File: src/rtl/uart_byte_fifo_if.sv
// -----------------------------------------------------------------------------
// uart_byte_fifo_if
//   Interface that carries the handshake and status signals of uart_byte_fifo.
//   The write side is fed by the UART RX byte-valid strobe. The read side is a
//   valid/ready stream into the UART TX.
//
//   Signals (the slave side is the FIFO):
//     wr_valid      1     one-cycle write strobe from RX
//     wr_data       DW    write byte
//     rd_valid      1     head entry present
//     rd_data       DW    head byte
//     rd_ready      1     TX accepts the head byte
//     full          1     occupancy == DEPTH
//     empty         1     occupancy == 0
//     fill          AW+1  occupancy, 0..DEPTH
//     overflow      1     sticky flag: a write was dropped
//     clr_overflow  1     synchronous clear of overflow
//     almost_full   1     only when UART_FIFO_ALMOST_FULL_EN is defined
//
//   Optional feature macro: UART_FIFO_ALMOST_FULL_EN
// -----------------------------------------------------------------------------
interface uart_byte_fifo_if #(
    parameter int DW = 8,
    parameter int AW = 4
);
    logic          wr_valid;
    logic [DW-1:0] wr_data;
    logic          rd_valid;
    logic [DW-1:0] rd_data;
    logic          rd_ready;
    logic          full;
    logic          empty;
    logic [AW:0]   fill;
    logic          overflow;
    logic          clr_overflow;
`ifdef UART_FIFO_ALMOST_FULL_EN
    logic          almost_full;

    modport master (
        output wr_valid, wr_data, rd_ready, clr_overflow,
        input  rd_valid, rd_data, full, empty, fill, overflow, almost_full
    );

    modport slave (
        input  wr_valid, wr_data, rd_ready, clr_overflow,
        output rd_valid, rd_data, full, empty, fill, overflow, almost_full
    );
`else
    modport master (
        output wr_valid, wr_data, rd_ready, clr_overflow,
        input  rd_valid, rd_data, full, empty, fill, overflow
    );

    modport slave (
        input  wr_valid, wr_data, rd_ready, clr_overflow,
        output rd_valid, rd_data, full, empty, fill, overflow
    );
`endif
endinterface : uart_byte_fifo_if

File: src/rtl/uart_byte_fifo.sv
// -----------------------------------------------------------------------------
// uart_byte_fifo
//   Byte FIFO that sits between the UART receiver and the UART transmitter. It
//   absorbs RX bursts while TX is busy, and it turns the single-cycle RX
//   byte-valid pulses into a valid/ready stream for TX. RX cannot be stalled,
//   so a byte that arrives while the FIFO is full is dropped, and the sticky
//   overflow flag is set.
//
//   Parameters:
//     DW  data width (UART payload width)
//     AW  address width, DEPTH = 2**AW
//     HW  almost-full margin in entries (only with UART_FIFO_ALMOST_FULL_EN)
//
//   Ports:
//     clk      system clock, rising edge
//     i_reset  asynchronous reset, active-low
//     bus      uart_byte_fifo_if.slave (write strobe, read stream, status)
//
//   Optional feature macro: UART_FIFO_ALMOST_FULL_EN adds bus.almost_full,
//   which is registered and is 1 when fill >= DEPTH-HW.
//
//   All outputs are registered except rd_data, which reads the head entry
//   combinationally. There is no fall-through: a byte written at edge N is
//   first visible after edge N.
// -----------------------------------------------------------------------------
module uart_byte_fifo #(
    parameter int DW = 8,
    parameter int AW = 4
`ifdef UART_FIFO_ALMOST_FULL_EN
    ,
    parameter int HW = 2
`endif
) (
    input  logic              clk,
    input  logic              i_reset,
    uart_byte_fifo_if.slave   bus
);

    localparam int          DEPTH   = 2 ** AW;
    localparam logic [AW:0] DEPTH_V = (AW + 1)'(DEPTH);
`ifdef UART_FIFO_ALMOST_FULL_EN
    localparam logic [AW:0] AF_LEVEL = (AW + 1)'(DEPTH - HW);
`endif

    logic [DW-1:0] mem [DEPTH];

    // Pointers carry one extra wrap bit. Occupancy is kept in its own register,
    // so full and empty can be registered directly from its next value.
    logic [AW:0] wr_ptr;
    logic [AW:0] rd_ptr;
    logic [AW:0] fill_q;
    logic [AW:0] fill_nxt;
    logic        full_q;
    logic        empty_q;
    logic        overflow_q;
    logic        overflow_nxt;

    logic push;
    logic pop;
    logic drop;

    // A pop needs a present head entry. If a pop happens in the same cycle,
    // a write into a full FIFO is still accepted.
    assign pop  = ~empty_q & bus.rd_ready;
    assign push = bus.wr_valid & (~full_q | pop);
    assign drop = bus.wr_valid & full_q & ~pop;

    // NOTE: every variable driven in always_comb gets a default first, so no
    // path through the block can leave it unassigned and infer a latch.
    always_comb begin
        fill_nxt = fill_q;
        case ({push, pop})
            2'b10:   fill_nxt = fill_q + 1'b1;
            2'b01:   fill_nxt = fill_q - 1'b1;
            default: fill_nxt = fill_q;
        endcase
    end

    // A drop takes priority over a clear in the same cycle.
    always_comb begin
        overflow_nxt = overflow_q;
        if (drop) begin
            overflow_nxt = 1'b1;
        end else if (bus.clr_overflow) begin
            overflow_nxt = 1'b0;
        end
    end

    // NOTE: sequential state uses non-blocking assignments only, so every
    // register in this block samples values from before the edge.
    always_ff @(posedge clk or negedge i_reset) begin
        if (!i_reset) begin
            wr_ptr     <= '0;
            rd_ptr     <= '0;
            fill_q     <= '0;
            full_q     <= 1'b0;
            empty_q    <= 1'b1;
            overflow_q <= 1'b0;
        end else begin
            if (push) begin
                wr_ptr <= wr_ptr + 1'b1;
            end
            if (pop) begin
                rd_ptr <= rd_ptr + 1'b1;
            end
            fill_q     <= fill_nxt;
            full_q     <= (fill_nxt == DEPTH_V);
            empty_q    <= (fill_nxt == '0);
            overflow_q <= overflow_nxt;
        end
    end

    // NOTE: the storage array has no reset. Reset clears only the pointers,
    // and a stale entry is never presented as valid, so clearing the array
    // would add reset fan-out with no functional effect.
    always_ff @(posedge clk) begin
        if (push) begin
            mem[wr_ptr[AW-1:0]] <= bus.wr_data;
        end
    end

`ifdef UART_FIFO_ALMOST_FULL_EN
    logic almost_full_q;

    always_ff @(posedge clk or negedge i_reset) begin
        if (!i_reset) begin
            almost_full_q <= 1'b0;
        end else begin
            almost_full_q <= (fill_nxt >= AF_LEVEL);
        end
    end

    assign bus.almost_full = almost_full_q;
`endif

    assign bus.rd_data  = mem[rd_ptr[AW-1:0]];
    assign bus.rd_valid = ~empty_q;
    assign bus.empty    = empty_q;
    assign bus.full     = full_q;
    assign bus.fill     = fill_q;
    assign bus.overflow = overflow_q;

endmodule : uart_byte_fifo

File: src/flat_wrapper.sv
// flat-port wrapper written by rule: the top's interface ports become plain ports
module uart_byte_fifo_flat 
#(
    parameter int DW = 8,
    parameter int AW = 4

)
  (clk, i_reset, bus_wr_valid, bus_wr_data, bus_rd_ready, bus_clr_overflow, bus_rd_valid, bus_rd_data, bus_full, bus_empty, bus_fill, bus_overflow);
  uart_byte_fifo_if #(.DW(DW), .AW(AW)) bus_i ();
  input  logic clk;
  input  logic i_reset;
  input wire logic [$bits(bus_i.wr_valid)-1:0] bus_wr_valid;
  input wire logic [$bits(bus_i.wr_data)-1:0] bus_wr_data;
  input wire logic [$bits(bus_i.rd_ready)-1:0] bus_rd_ready;
  input wire logic [$bits(bus_i.clr_overflow)-1:0] bus_clr_overflow;
  output wire logic [$bits(bus_i.rd_valid)-1:0] bus_rd_valid;
  output wire logic [$bits(bus_i.rd_data)-1:0] bus_rd_data;
  output wire logic [$bits(bus_i.full)-1:0] bus_full;
  output wire logic [$bits(bus_i.empty)-1:0] bus_empty;
  output wire logic [$bits(bus_i.fill)-1:0] bus_fill;
  output wire logic [$bits(bus_i.overflow)-1:0] bus_overflow;
  assign bus_i.wr_valid = bus_wr_valid;
  assign bus_i.wr_data = bus_wr_data;
  assign bus_i.rd_ready = bus_rd_ready;
  assign bus_i.clr_overflow = bus_clr_overflow;
  assign bus_rd_valid = bus_i.rd_valid;
  assign bus_rd_data = bus_i.rd_data;
  assign bus_full = bus_i.full;
  assign bus_empty = bus_i.empty;
  assign bus_fill = bus_i.fill;
  assign bus_overflow = bus_i.overflow;
  uart_byte_fifo #(.DW(DW), .AW(AW)) u_core (.clk(clk), .i_reset(i_reset), .bus(bus_i));
endmodule
File: config.mk
export PLATFORM = sky130hd
export DESIGN_NAME = uart_byte_fifo_flat
export DESIGN_NICKNAME = d
export VERILOG_FILES = /design/src/rtl/uart_byte_fifo_if.sv /design/src/rtl/uart_byte_fifo.sv /design/src/flat_wrapper.sv
export SDC_FILE = /design/constraint.sdc
export NUM_CORES = 1
export LEC_CHECK = 0
export CORE_MARGIN = 1.5
export CORE_UTILIZATION = 50
export CTS_BUF_LIST = sky130_fd_sc_hd__clkbuf_4
export CTS_CLUSTER_SIZE = 30
export DETAILED_ROUTE_END_ITERATION = 16
export PLACE_DENSITY = 0.74
export REMOVE_ABC_BUFFERS = 1
export SYNTH_ARGS = -nofsm -noshare
export SYNTH_HDL_FRONTEND = slang
export SYNTH_SLANG_ARGS = --single-unit
File: constraint.sdc
create_clock -name clk -period 2.95 [get_ports clk]
set_clock_uncertainty 0.05 [all_clocks]
set_input_delay 0.59 -clock clk [delete_from_list [all_inputs] [get_ports clk]]
set_output_delay 0.59 -clock clk [all_outputs]
set_load 0.02 [all_outputs]
Word level (Yosys, flattened, before mapping)
Memories as Yosys holds them, arrays and structs flattened.
Cells that the tools add are included.
{"block": "classes", "add_sub_neg": 4, "multipliers": 0, "n_div": 0, "n_lt_le_gt_ge": 0, "eq_ne": 3, "shift": 0, "n_mux": 5, "bitwise_logic": 8, "reduce_logical": 2}
{"operator": "adder 5 x 1 -> 5 bit, second input constant", "n": 3}
{"operator": "one-hot mux 5 bit (2 select lines)", "n": 1}
{"operator": "equality test 5 bit, second input constant", "n": 1}
{"operator": "logical NOT 5 bit", "n": 1}
{"operator": "subtractor 5 x 1 -> 5 bit, second input constant", "n": 1}
{"operator": "bitwise AND 1 bit", "n": 4}
{"operator": "two-way mux 1 bit", "n": 4}
{"operator": "inverter 1 bit", "n": 3}
{"operator": "equality test 2 x 1 -> 1 bit, second input constant", "n": 1}
{"operator": "equality test 2 bit, second input constant", "n": 1}
{"operator": "nonzero test 2 bit", "n": 1}
{"operator": "OR 1 bit", "n": 1}
{"block": "word_totals", "regBits": 18, "latchBits": 0, "ram_bits": 128, "romBits": 0, "in_bits": 13, "output_inout_bits": 17, "elab_cells": 29, "memories": 1}
{"memory": "u_core.mem", "words": 16, "width": 8, "rd": 1, "rd_clocked_by_memory_dff": 0, "wr": 1, "line_no": "uart_byte_fifo.sv:45", "source": "logic [DW-1:0] mem [DEPTH];"}

Longest topological paths before layout
Gate-level depths: netlist of run 1.
{"block": "depth", "word_depth": 7, "mapped_depth": 12, "ltp_nobuf": 11}

Worst setup path before layout of run 1
No wires, ideal clock.
{"block": "synth_timing", "path_type": "input -> register", "from": "input bus_rd_ready", "to": "register u_core.full_q, in the netlist u_core.bus.full", "arrival_time_ps": 2519, "t_required_ps": 2812, "setup_slack_ps": 293, "cell_stages": 12, "path_buffers": 1, "path_cell_list": "nand2b_1 > a21boi_0 > inv_1 > ha_1 > buf_2 > xor2_1 > ha_1 > a21oi_1 > xnor2_1 > nor4bb_1 > a21oi_1 > nor3b_1"}
{"block": "synth_between", "elab_chain_cells": 6, "word_cells_on_any_way": 7, "classes_between": "3 x eq/ne; 1 x mux; 3 x bitwise"}
{"item": "from (decl)", "line_no": "flat_wrapper.sv:14", "source": "input wire logic [$bits(bus_i.rd_ready)-1:0] bus_rd_ready;"}
{"item": "bitwise AND 1 bit (*)", "line_no": "uart_byte_fifo.sv:64", "source": "assign pop = ~empty_q & bus.rd_ready;"}
{"item": "OR 1 bit", "line_no": "uart_byte_fifo.sv:65", "source": "assign push = bus.wr_valid & (~full_q | pop);"}
{"item": "bitwise AND 1 bit", "line_no": "uart_byte_fifo.sv:65"}
{"item": "equality test 2 x 1 -> 1 bit or equality test 2 bit (tied branches)", "line_no": "uart_byte_fifo.sv:72", "source": "case ({push, pop})"}
{"item": "one-hot mux 5 bit (2 select lines) (*)", "line_no": "uart_byte_fifo.sv:72"}
{"item": "equality test 5 bit (*)", "line_no": "uart_byte_fifo.sv:107", "source": "full_q <= (fill_nxt == DEPTH_V);"}
{"item": "to (signal assigned)", "line_no": "uart_byte_fifo.sv:107"}
{"item": "to (decl)", "line_no": "uart_byte_fifo.sv:53", "source": "logic full_q;"}
Mark *: on every way between the ends. The rest lies on a longest branch, timed or not.
A chain may end at the register's enable or synchronous reset.

Final worst setup path of run 1
{"block": "layout_timing", "from": "register u_core.rd_ptr[0]", "to": "output bus_rd_data[3]"}
{"block": "layout_between", "elab_chain_cells": 1}
{"item": "from (decl)", "line_no": "uart_byte_fifo.sv:50", "source": "logic [AW:0] rd_ptr;"}
{"item": "from (signal assigned)", "line_no": "uart_byte_fifo.sv:104", "source": "rd_ptr <= rd_ptr + 1'b1;"}
{"item": "memory read (16 x 8 bit)"}
{"item": "to (decl)", "line_no": "flat_wrapper.sv:17", "source": "output wire logic [$bits(bus_i.rd_data)-1:0] bus_rd_data;"}
No other way between the ends.

==> results of run 1 <==
[sequential cells by signal (all words and copies together) (netlist names)]
name / cells
u_core.bus.overflow: 1
u_core.rd_ptr: 4
u_core.bus.fill: 5
u_core.bus.full: 1
u_core.wr_ptr: 4
u_core.mem: 128
u_core.bus.empty: 1
[final timing paths]
check,start,endpoint,slack (ns),cells after the start
setup reg to reg,u_core.bus.empty$_DFF_PN1_,u_core.bus.full$_DFF_PN0_,0.35,11
min in group clk,u_core.bus.overflow$_DFFE_PN0P_,u_core.bus.overflow$_DFFE_PN0P_,0.50,2
max in group asynchronous,i_reset,u_core.rd_ptr[0]$_DFFE_PN0P_,1.88,1
hold reg to reg,u_core.bus.overflow$_DFFE_PN0P_,u_core.bus.overflow$_DFFE_PN0P_,0.50,2
setup / recovery,u_core.rd_ptr[0]$_DFFE_PN0P_,bus_rd_data[3],-0.13,5
hold / removal,i_reset,u_core.rd_ptr[1]$_DFFE_PN0P_,0.44,1
[synth_stat cells, drive strengths merged]
master,count
mux2,1
o22a,1
inv,6
dfstp,1
and3b,1
xor2,2
a21oi,2
clkbuf,8
a21boi,1
dfrtp,15
nor3,3
mux4,40
nor3b,3
and2,13
nand2,9
xnor2,9
o211ai,1
a31oi,1
nor2b,3
buf,8
nor2,4
nor4bb,1
edfxtp,128
nand3,2
a211o,1
and4,4
a221oi,1
o21ai,4
o21a,1
nand4,2
nand2b,2
ha,8
o221ai,1
[metal layers]
layer	up-vias	track usage, %
met4	0	9.030
met5	-	0
met2	128	28.92
met3	18	5.832
met1	1518	28.47
li1	1280	-
[cell type report]
type	instances	area, sq um	share of cell area [%]
diodes	1	2.502	0.03650
clock buffers	19	142.6	2.080
clock inverters	12	215.2	3.139
inverters	6	22.52	0.3285
multi-input cells	121	1504	21.93
flip-flops and latches	144	4247	61.93
well taps	143	178.9	2.609
repair buffers	53	544.3	7.938
[logic make-up (layout without fill, tap and decap cells)]
| kind of cell | Yosys count | count (layout) |
|---|---|---|
| AO/OA/AOI/OAI | 14 | 14 |
| XOR/XNOR | 11 | 11 |
| adder cells (fa/ha/maj) | 8 | 8 |
| buffers and inverters | 22 | 90 |
| flip-flops | 144 | 144 |
| multiplexers | 41 | 41 |
| other | 0 | 1 |
| AND/OR/NAND/NOR | 47 | 47 |
[where the power goes]
part | switching (W) | internal, W | total, W
Combinational | 0.00115 | 0.00130 | 0.00245
Clock | 0.000666 | 0.000851 | 0.00152
Sequential | 0.000216 | 0.00250 | 0.00272
[metrics by stage]
stage / power, W / worst slack [ns]
after CTS: 0.006808 / -0.1749
after global routing: 0.007010 / -0.2272
after detailed placement: 0.005030 / -0.2077
after floorplan: 0.004095 / -0.2515
after global placement: 0.004982 / -0.08772
final: 0.006682 / -0.1325
[what timing repair did]
item	4_1_cts	5_1_grt
endpoints found under the setup margin	8	9
pin swaps	0	1
cloned	2	0
buffers inserted	3	1
gates resized for setup	74	0
==> flow_summary.yaml, run 1 <==
drt:
  routed_wl_um: 11450
  drt-pass1-iter-count: 10
  dr_total_vias: 2944
  route.detailed.drc: 4
  dr_wl_met3_um: 817
  postRouteAntennaNets: 0
  avgRoutedWirePerCell_um: 22.95
  drt-met1-wl_um: 4919
  via_per_inst: 5.900
  dr_wl_met2_um: 5475
  top_layer: "met4"
  initialDrtViolationCount: 263
clock_tree:
  htree_levels: 4
  clkLatencyLatePin_ns: 0.53
  clock_path_buffers: 2
  clk_pin_slew_ns: 0.11
  cts_buffers: 17
  hold_buffers: 0
  clock-sinks: 144
  root_buffer: "clkbuf_4"
  cts_tree: "done"
critical_path:
  cp_num_buf_inv: 3
  crit_family: "multiplexers"
  crit_arrival_ns: 2.44
  worstPathRequired_ns: 2.31
  worst_path_largest_cell_delay_ns: 0.54
  critical_path.max_fanout: 9
  crit_path_start_kind: "flop"
  critical_path_class: "reg -> out"
  crit_slowest_cell: "mux4_2"
  path_cells: "buf_12, buf_12, mux4_2, mux4_2, buf_2"
  endpoint_kind: "primary output"
logic_synthesis:
  postSynthCellCount: 287
  netlist_area_sq_mm: 0.005956
  synthAdderAreaFrac_pct: 1.681
  synth_cell_type_count: 37
  synth_top_family_by_area: "multiplexers"
  synth-simple-area-share_pct: 4.622
  yosysSeqAreaShare_pct: 71.28
  synth_compound_area_share_pct: 1.576
  synth_top_area_share_pct: 64.54
  yosys_warnings: 0
  ys_seq_elements: 144
  synth_xor_area_share_pct: 1.618
  syn_avg_cell_area_sq_um: 20.75
  synth.largest_area_cell: "edfxtp_1"
  ys_top_cells_by_area: "edfxtp_1, mux4_1, dfrtp_1, mux4_2, ha_1"
  muxShareOfSynthArea_pct: 17.21
placed_design:
  dpl_cell_area_sq_mm: 0.006528
  placedCellCount: 463
  dp_hpwl_um: 6832
  gp_congestion: 0.7864
  port_buffers: 29
sta:
  slew-limit-headroom_pct: 48.71
  setup_viol: 8
  totalNegativeSetupSlack_ns: -0.8642
  setup_ws_ns: -0.1325
  whs_ns: 0.4440
  period_minus_slack_ns: 3.082
  rsz0062_at_grt: "yes"
  slew_viol_final: 0
  tightest_slew_ns: 0.7670
  max_freq_mhz: 324.4
  finalHoldViolCount: 0
  timing.final.crit_share_pct: 104.5
die:
  ios: 30
  die_w_um: 112.1
  die_y_um: 112.1
  num_rows: 39
  initial_utilization_pct: 51.72
  die_area_sq_mm: 0.01258
  core_area_sq_mm: 0.01152
global_routing:
  grt_max_degree: 36
  grt_antenna_before_repair: 1
  gr-usage-all-layers_pct: 19.95
  gr-total-overflow: 0
  grt_pass1_vias: 3066
  grt_first_pass_wirelength_um: 17850
layout:
  nets: 364
  final_core_util_pct: 59.54
  drive_above_1_share_pct: 27.61
  fin_area_sq_mm: 0.006857
  final_common_cell: "edfxtp_1"
  area_growth_pct: 15.13
  most-common-layout-cells: "edfxtp_1, mux4_2, clkdlybuf4s50_1, clkbuf_4, buf_4"
  finalNonFillerCells: 499
  nFillCells: 823
run_status:
  status: "finished with violations"
  violations: "DRC, setup timing"
pwr:
  total_leakage_power_nw: 2.335
  p_per_area_mw_per_mm2: 974.5
  ir_drop_v: 0.0005145
flow_run:
  cap_violations: 0
min_path:
  hold_path.class: "in -> async"
(Power assumes the default switching activity.)
==> run 2, diff against run 1 <==
--- a/config.mk
+++ b/config.mk
@@ -5,6 +5,8 @@
 export SDC_FILE = /design/constraint.sdc
 export NUM_CORES = 1
 export LEC_CHECK = 0
+export ABC_AREA = 1
+export CAP_MARGIN = 20
 export CORE_MARGIN = 1.5
 export CORE_UTILIZATION = 50
 export CTS_BUF_LIST = sky130_fd_sc_hd__clkbuf_4
==> run 2 against run 1 <==
Net effect: routed wire length increased by 12%; worst setup slack better by 0.31 ns; cell count rose by 43%; critical path depth rose by 4; count of clock-buffer cells in the layout down 1; via count up 37%; global-route usage up 1.6 points; largest cell class unchanged; the run now ends clean; sequential share of layout area fell by 0.75 points; critical path type unchanged; first-iteration DRC count is 44% higher; largest power group is now combinational logic; non-clock buffer count grew 6.
==> flow_summary.yaml, run 2 <==
logic_synthesis:
  postSynthCellCount: 505
  netlist_area_sq_mm: 0.006030
  synth_edf_count: 128
  synthArstFlopShare_pct: 11.11
  ys_top_cells_by_area: "edfxtp_1, nor2_1, dfrtp_1, o21ai_0, o211ai_1"
  syn_avg_cell_area_sq_um: 11.94
  synth.largest_area_cell: "edfxtp_1"
  yosysSeqAreaShare_pct: 70.41
  yosys-top-cells-count: "edfxtp_1, nor2_1, o21ai_0"
  synth_cell_type_count: 22
  ys_seq_elements: 144
  synth_top_area_share_pct: 63.75
  yosys.cell_count.top_type: "edfxtp_1"
  yosys_warnings: 0
  yosys_most_used_dff: "edfxtp_1"
die:
  num_rows: 39
  core_area_sq_mm: 0.01156
  die_y_um: 112.8
  ios: 30
  initial_utilization_pct: 52.14
  die_area_sq_mm: 0.01273
  die_w_um: 112.8
critical_path:
  crit_slowest_cell: "dfrtp_2"
  cp_num_buf_inv: 3
  worst_path_largest_cell_delay_ns: 0.46
  critical_path_class: "reg -> out"
  crit_arrival_ns: 2.14
  critical_path.max_fanout: 20
  endpoint_kind: "primary output"
  crit_family: "buffers and inverters"
  path_cells: "inv_2, buf_12, nor2_1, nor2_1, o21ai_0, o211ai_1, o211ai_1, nand2_1, clkbuf_2"
  crit_path_start_kind: "flop"
  worstPathRequired_ns: 2.31
layout:
  drive_above_1_share_pct: 14.54
  largest_reg_flops: 128
  area_growth_pct: 15.15
  nets: 579
  final_common_cell: "edfxtp_1"
  final_core_util_pct: 60.03
  fin_area_sq_mm: 0.006943
  most-common-layout-cells: "edfxtp_1, nor2_1, o21ai_0, nand2_1, o211ai_1"
  antenna_cells: 0
global_routing:
  grt_max_degree: 33
  grt_pass1_vias: 4015
  grt_first_pass_wirelength_um: 20450
  gr-total-overflow: 0
  grt_antenna_before_repair: 0
  gr-usage-all-layers_pct: 21.51
drt:
  dr_wl_met2_um: 6277
  route.detailed.drc: 0
  drt-met1-wl_um: 5558
  initialDrtViolationCount: 379
  drt-pass1-iter-count: 5
  routed_wl_um: 12790
  dr_total_vias: 4020
  postRouteAntennaNets: 0
  dr_wl_met3_um: 631
  avgRoutedWirePerCell_um: 17.92
  top_layer: "met4"
  via_per_inst: 5.630
run_status:
  status: "complete, no violations"
clock_tree:
  clock-sinks: 144
  hold_buffers: 0
  clk_pin_slew_ns: 0.12
  root_buffer: "clkbuf_4"
  cts_tree: "done"
  htree_levels: 4
  cts_buffers: 17
  clock_path_buffers: 2
  clkLatencyLatePin_ns: 0.54
pwr:
  ir_drop_v: 0.0005180
  pwr-share-clk_pct: 20.7
  total_leakage_power_nw: 2.518
  seqPwrFrac_pct: 39.0
  power_frac_comb_pct: 40.3
  p_per_area_mw_per_mm2: 992.0
  finalPower_w: 0.006887
  p_int_w: 0.004274
  swShare_pct: 37.94
  net-switching-power_w: 0.002613
placed_design:
  dpl_cell_area_sq_mm: 0.006601
  dp_hpwl_um: 8142
  gp_congestion: 0.7888
  port_buffers: 29
min_path:
  hold_path.class: "in -> async"
sta:
  setup_viol: 0
  timing.final.crit_share_pct: 94.12
  period_minus_slack_ns: 2.777
  rsz0062_at_grt: "no"
  slew-limit-headroom_pct: 48.11
  finalHoldViolCount: 0
  max_freq_mhz: 360.2
  tightest_slew_ns: 0.7759
  whs_ns: 0.4416
  slew_viol_final: 0
flow_run:
  cap_violations: 0
run 2: worst reg2reg max path, delay by kind of cell, from the launching register on:
| kind | cells | cell delay (ns) |
|---|---|---|
| AND/OR/NAND/NOR | 9 | 1.03 |
| flip-flops | 1 | 0.56 |
| adder cells (fa/ha/maj) | 2 | 0.51 |
| buffers and inverters | 3 | 0.20 |
run 2: repair_timing:
| item | in CTS | in global routing |
|---|---|---|
| setup buffers | 1 | 0 |
| cloned | 1 | 0 |
| endpoints found under the setup margin | 8 | 8 |
| resized for setup | 13 | 16 |
| pin swaps | 1 | 2 |
run 2: cell families after synthesis:
logic type	synth area share, %
xor+xnor	1.017
simple gates	12.85
buf+inv	3.880
compound gates	10.19
fa+ha+maj	1.660
flops	70.41
run 2: power by group through the flow:
stage	clock network, W	logic (W)	registers [W]
after floorplan	0	0.00145	0.00289
after global placement	0	0.00269	0.00272
after detailed placement	0	0.00277	0.00273
after CTS	0.00144	0.00280	0.00268
after global routing	0.00153	0.00308	0.00271
final	0.00143	0.00278	0.00269
run 2: path summary, 6_finish.rpt:
| check | depth (start not counted) | slack [ns] | to | start |
|---|---|---|---|---|
| max reg2reg | 14 | 0.55 | u_core.bus.full$_DFF_PN0_ | u_core.bus.empty$_DFF_PN1_ |
| min reg2reg | 2 | 0.49 | u_core.bus.overflow$_DFFE_PN0P_ | u_core.bus.overflow$_DFFE_PN0P_ |
| min in group clk | 2 | 0.49 | u_core.bus.overflow$_DFFE_PN0P_ | u_core.bus.overflow$_DFFE_PN0P_ |
| max | 9 | 0.17 | bus_rd_data[1] | u_core.rd_ptr[0]$_DFFE_PN0P_ |
| max in group asynchronous | 1 | 1.87 | u_core.rd_ptr[0]$_DFFE_PN0P_ | i_reset |
| min | 1 | 0.44 | u_core.bus.fill[4]$_DFF_PN0_ | i_reset |
run 2: cell type report:
| type | instances | area [sq um] |
|---|---|---|
| Clock inverter | 14 | 195.2 |
| Sequential cell | 144 | 4248 |
| Tap cell | 143 | 178.9 |
| Multi-Input combinational cell | 313 | 1550 |
| Inverter | 23 | 86.33 |
| Clock buffer | 18 | 135.1 |
| Timing Repair Buffer | 59 | 549.3 |
| Fill cell | 910 | 4622 |
run 2: per-layer routing:
layer / track usage (%) / vias to the layer above
met5: 0 / -
met4: 10.97 / 0
met3: 5.303 / 27
met2: 34.80 / 138
met1: 27.20 / 1964
li1: - / 1891
run 2: per-stage QoR:
| step | worst slack, ns | instances | TNS, ns |
|---|---|---|---|
| finish | 0.1735 | 714 | 0 |
| global route | 0.01122 | 714 | 0 |
| CTS | 0.005190 | 714 | 0 |
| detailed placement | 0.06825 | 680 | 0 |
| global placement | 0.1739 | 680 | 0 |
| floorplan | -0.2190 | 480 | -1.575 |
==> run 3, diff against run 2 <==
--- a/config.mk
+++ b/config.mk
@@ -13,6 +13,7 @@
 export CTS_CLUSTER_SIZE = 30
 export DETAILED_ROUTE_END_ITERATION = 16
 export PLACE_DENSITY = 0.74
+export RECOVER_POWER = 50
 export REMOVE_ABC_BUFFERS = 1
 export SYNTH_ARGS = -nofsm -noshare
 export SYNTH_HDL_FRONTEND = slang
==> run 3 against run 2 <==
Net effect: worst setup slack better by 0.0050 ns; maximum frequency up 0.18%; total power down 0.19%; first-iteration DRC count up 2.4%; combinational power about the same; critical path depth unchanged; via count about the same; non-clock buffer count unchanged; critical path type unchanged; highest routed layer unchanged.
==> flow_summary.yaml, run 3 (same netlist as run 2, synthesis figures left out) <==
run_status:
  status: "complete, no violations"
critical_path:
  critical_path.max_fanout: 20
  crit_path_start: "u_core.rd_ptr[0]$_DFFE_PN0P_"
  worstPathRequired_ns: 2.31
  timing.rr.start: "u_core.bus.empty$_DFF_PN1_"
  crit_path_start_kind: "flop"
  critical_path_class: "reg -> out"
  endpoint_kind: "primary output"
  crit_arrival_ns: 2.13
min_path:
  hp-start: "u_core.bus.overflow$_DFFE_PN0P_"
  hold_path.class: "reg -> reg"
global_routing:
  grt_pass1_vias: 4015
  grt_max_degree: 33
  gr-total-overflow: 0
  grt_first_pass_wirelength_um: 20450
  grt_antenna_before_repair: 0
  gr-usage-all-layers_pct: 21.51
placed_design:
  gp_congestion: 0.7888
  dpl_cell_area_sq_mm: 0.006601
  post-place-ws_ns: 0.06825
  port_buffers: 29
  placedCellCount: 680
  dp_hpwl_um: 8142
layout:
  largest_reg_flops: 128
  fin_area_sq_mm: 0.006935
  area_growth_pct: 15.02
  final_common_cell: "edfxtp_1"
  final_core_util_pct: 59.97
  finalNonFillerCells: 714
  most-common-layout-cells: "edfxtp_1, nor2_1, o21ai_0, nand2_1, o211ai_1"
  nets: 579
  drive_above_1_share_pct: 13.66
  antenna_cells: 0
clock_tree:
  clock_path_buffers: 2
  root_buffer: "clkbuf_4"
  cts_buffers: 17
  clkLatencyLatePin_ns: 0.54
  clk_pin_slew_ns: 0.11
  clock-sinks: 144
  cts_tree: "done"
  htree_levels: 4
  hold_buffers: 0
pwr:
  p_int_w: 0.004264
  finalPower_w: 0.006874
  seqPwrFrac_pct: 39.0
  ir_drop_v: 0.0005070
  power_frac_comb_pct: 40.2
  total_leakage_power_nw: 2.514
  net-switching-power_w: 0.002610
  swShare_pct: 37.97
  pwr-share-clk_pct: 20.7
  p_per_area_mw_per_mm2: 991.2
flow_run:
  cap_violations: 0
sta:
  rsz0062_at_grt: "no"
  max_freq_mhz: 360.8
  setup_viol: 0
  tightest_slew_ns: 0.7837
  period_minus_slack_ns: 2.771
  finalHoldViolCount: 0
  setup_ws_ns: 0.1785
  timing.final.crit_share_pct: 93.95
  slew-limit-headroom_pct: 47.58
  slew_viol_final: 0
die:
  num_rows: 39
  die_y_um: 112.8
  die_w_um: 112.8
  core_area_sq_mm: 0.01156
  die_area_sq_mm: 0.01273
  ios: 30
  initial_utilization_pct: 52.14
drt:
  dr_total_vias: 4018
  routed_wl_um: 12790
  route.detailed.drc: 0
  drt-pass1-iter-count: 5
  via_per_inst: 5.627
  postRouteAntennaNets: 0
  initialDrtViolationCount: 388
  avgRoutedWirePerCell_um: 17.92
==> run 3: final cells by class <==
type	count	area (sq um)
fill	911	4629
inverter	23	86.33
tap	143	178.9
clock inverter	14	195.2
sequential	144	4248
timing repair buffer	59	541.8
multi-input combinational	313	1550
clock buffer	18	135.1
==> run 3: layer usage <==
metal	global-route usage (%)	routed length, um	up-vias
met5	0	0	-
met4	10.97	326	0
li1	-	-	1892
met2	34.80	6290	136
met1	27.20	5533	1963
met3	5.303	644	27
==> run 3: worst paths after layout <==
check	endpoint	slack [ns]	cells after the start
min in group asynchronous	u_core.bus.fill[4]$_DFF_PN0_	0.51	1
min reg2reg	u_core.bus.overflow$_DFFE_PN0P_	0.49	2
max reg2reg	u_core.bus.full$_DFF_PN0_	0.50	14
max	bus_rd_data[1]	0.18	9
max in group asynchronous	u_core.rd_ptr[0]$_DFFE_PN0P_	1.80	1
min	u_core.bus.overflow$_DFFE_PN0P_	0.49	2
==> run 3: power by group through the flow <==
| stage | Clock [W] | Sequential [W] | Combinational (W) |
|---|---|---|---|
| floorplan | 0 | 0.00289 | 0.00145 |
| global placement | 0 | 0.00272 | 0.00269 |
| detailed placement | 0 | 0.00273 | 0.00277 |
| CTS | 0.00144 | 0.00268 | 0.00280 |
| global route | 0.00153 | 0.00271 | 0.00307 |
| finish | 0.00143 | 0.00268 | 0.00277 |
==> run 3: timing repair <==
action,4_1_cts,5_1_grt
gates resized for setup,13,16
pin swaps,1,2
setup endpoints to repair,8,8
endpoints found under the hold margin,0,0
gates cloned,1,0
setup buffers,1,0
==> run 3: critical path, stage by stage, from the launching register on <==
cell      delay [ns]
dfrtp_2         0.46
inv_2           0.13
buf_12          0.17
nor2_1          0.05
nor2_1          0.07
o21ai_0         0.09
o211ai_1        0.14
o211ai_1        0.19
nand2_1         0.12
clkbuf_2        0.17
==> run 3: metrics by stage <==
stage                     setup TNS [ns]  hold WS, ns
after floorplan                   -1.575       0.2444
after global placement                 0       0.4644
after detailed placement               0       0.4884
after CTS                              0       0.4367
after global routing                   0       0.5076
final                                  0       0.4908
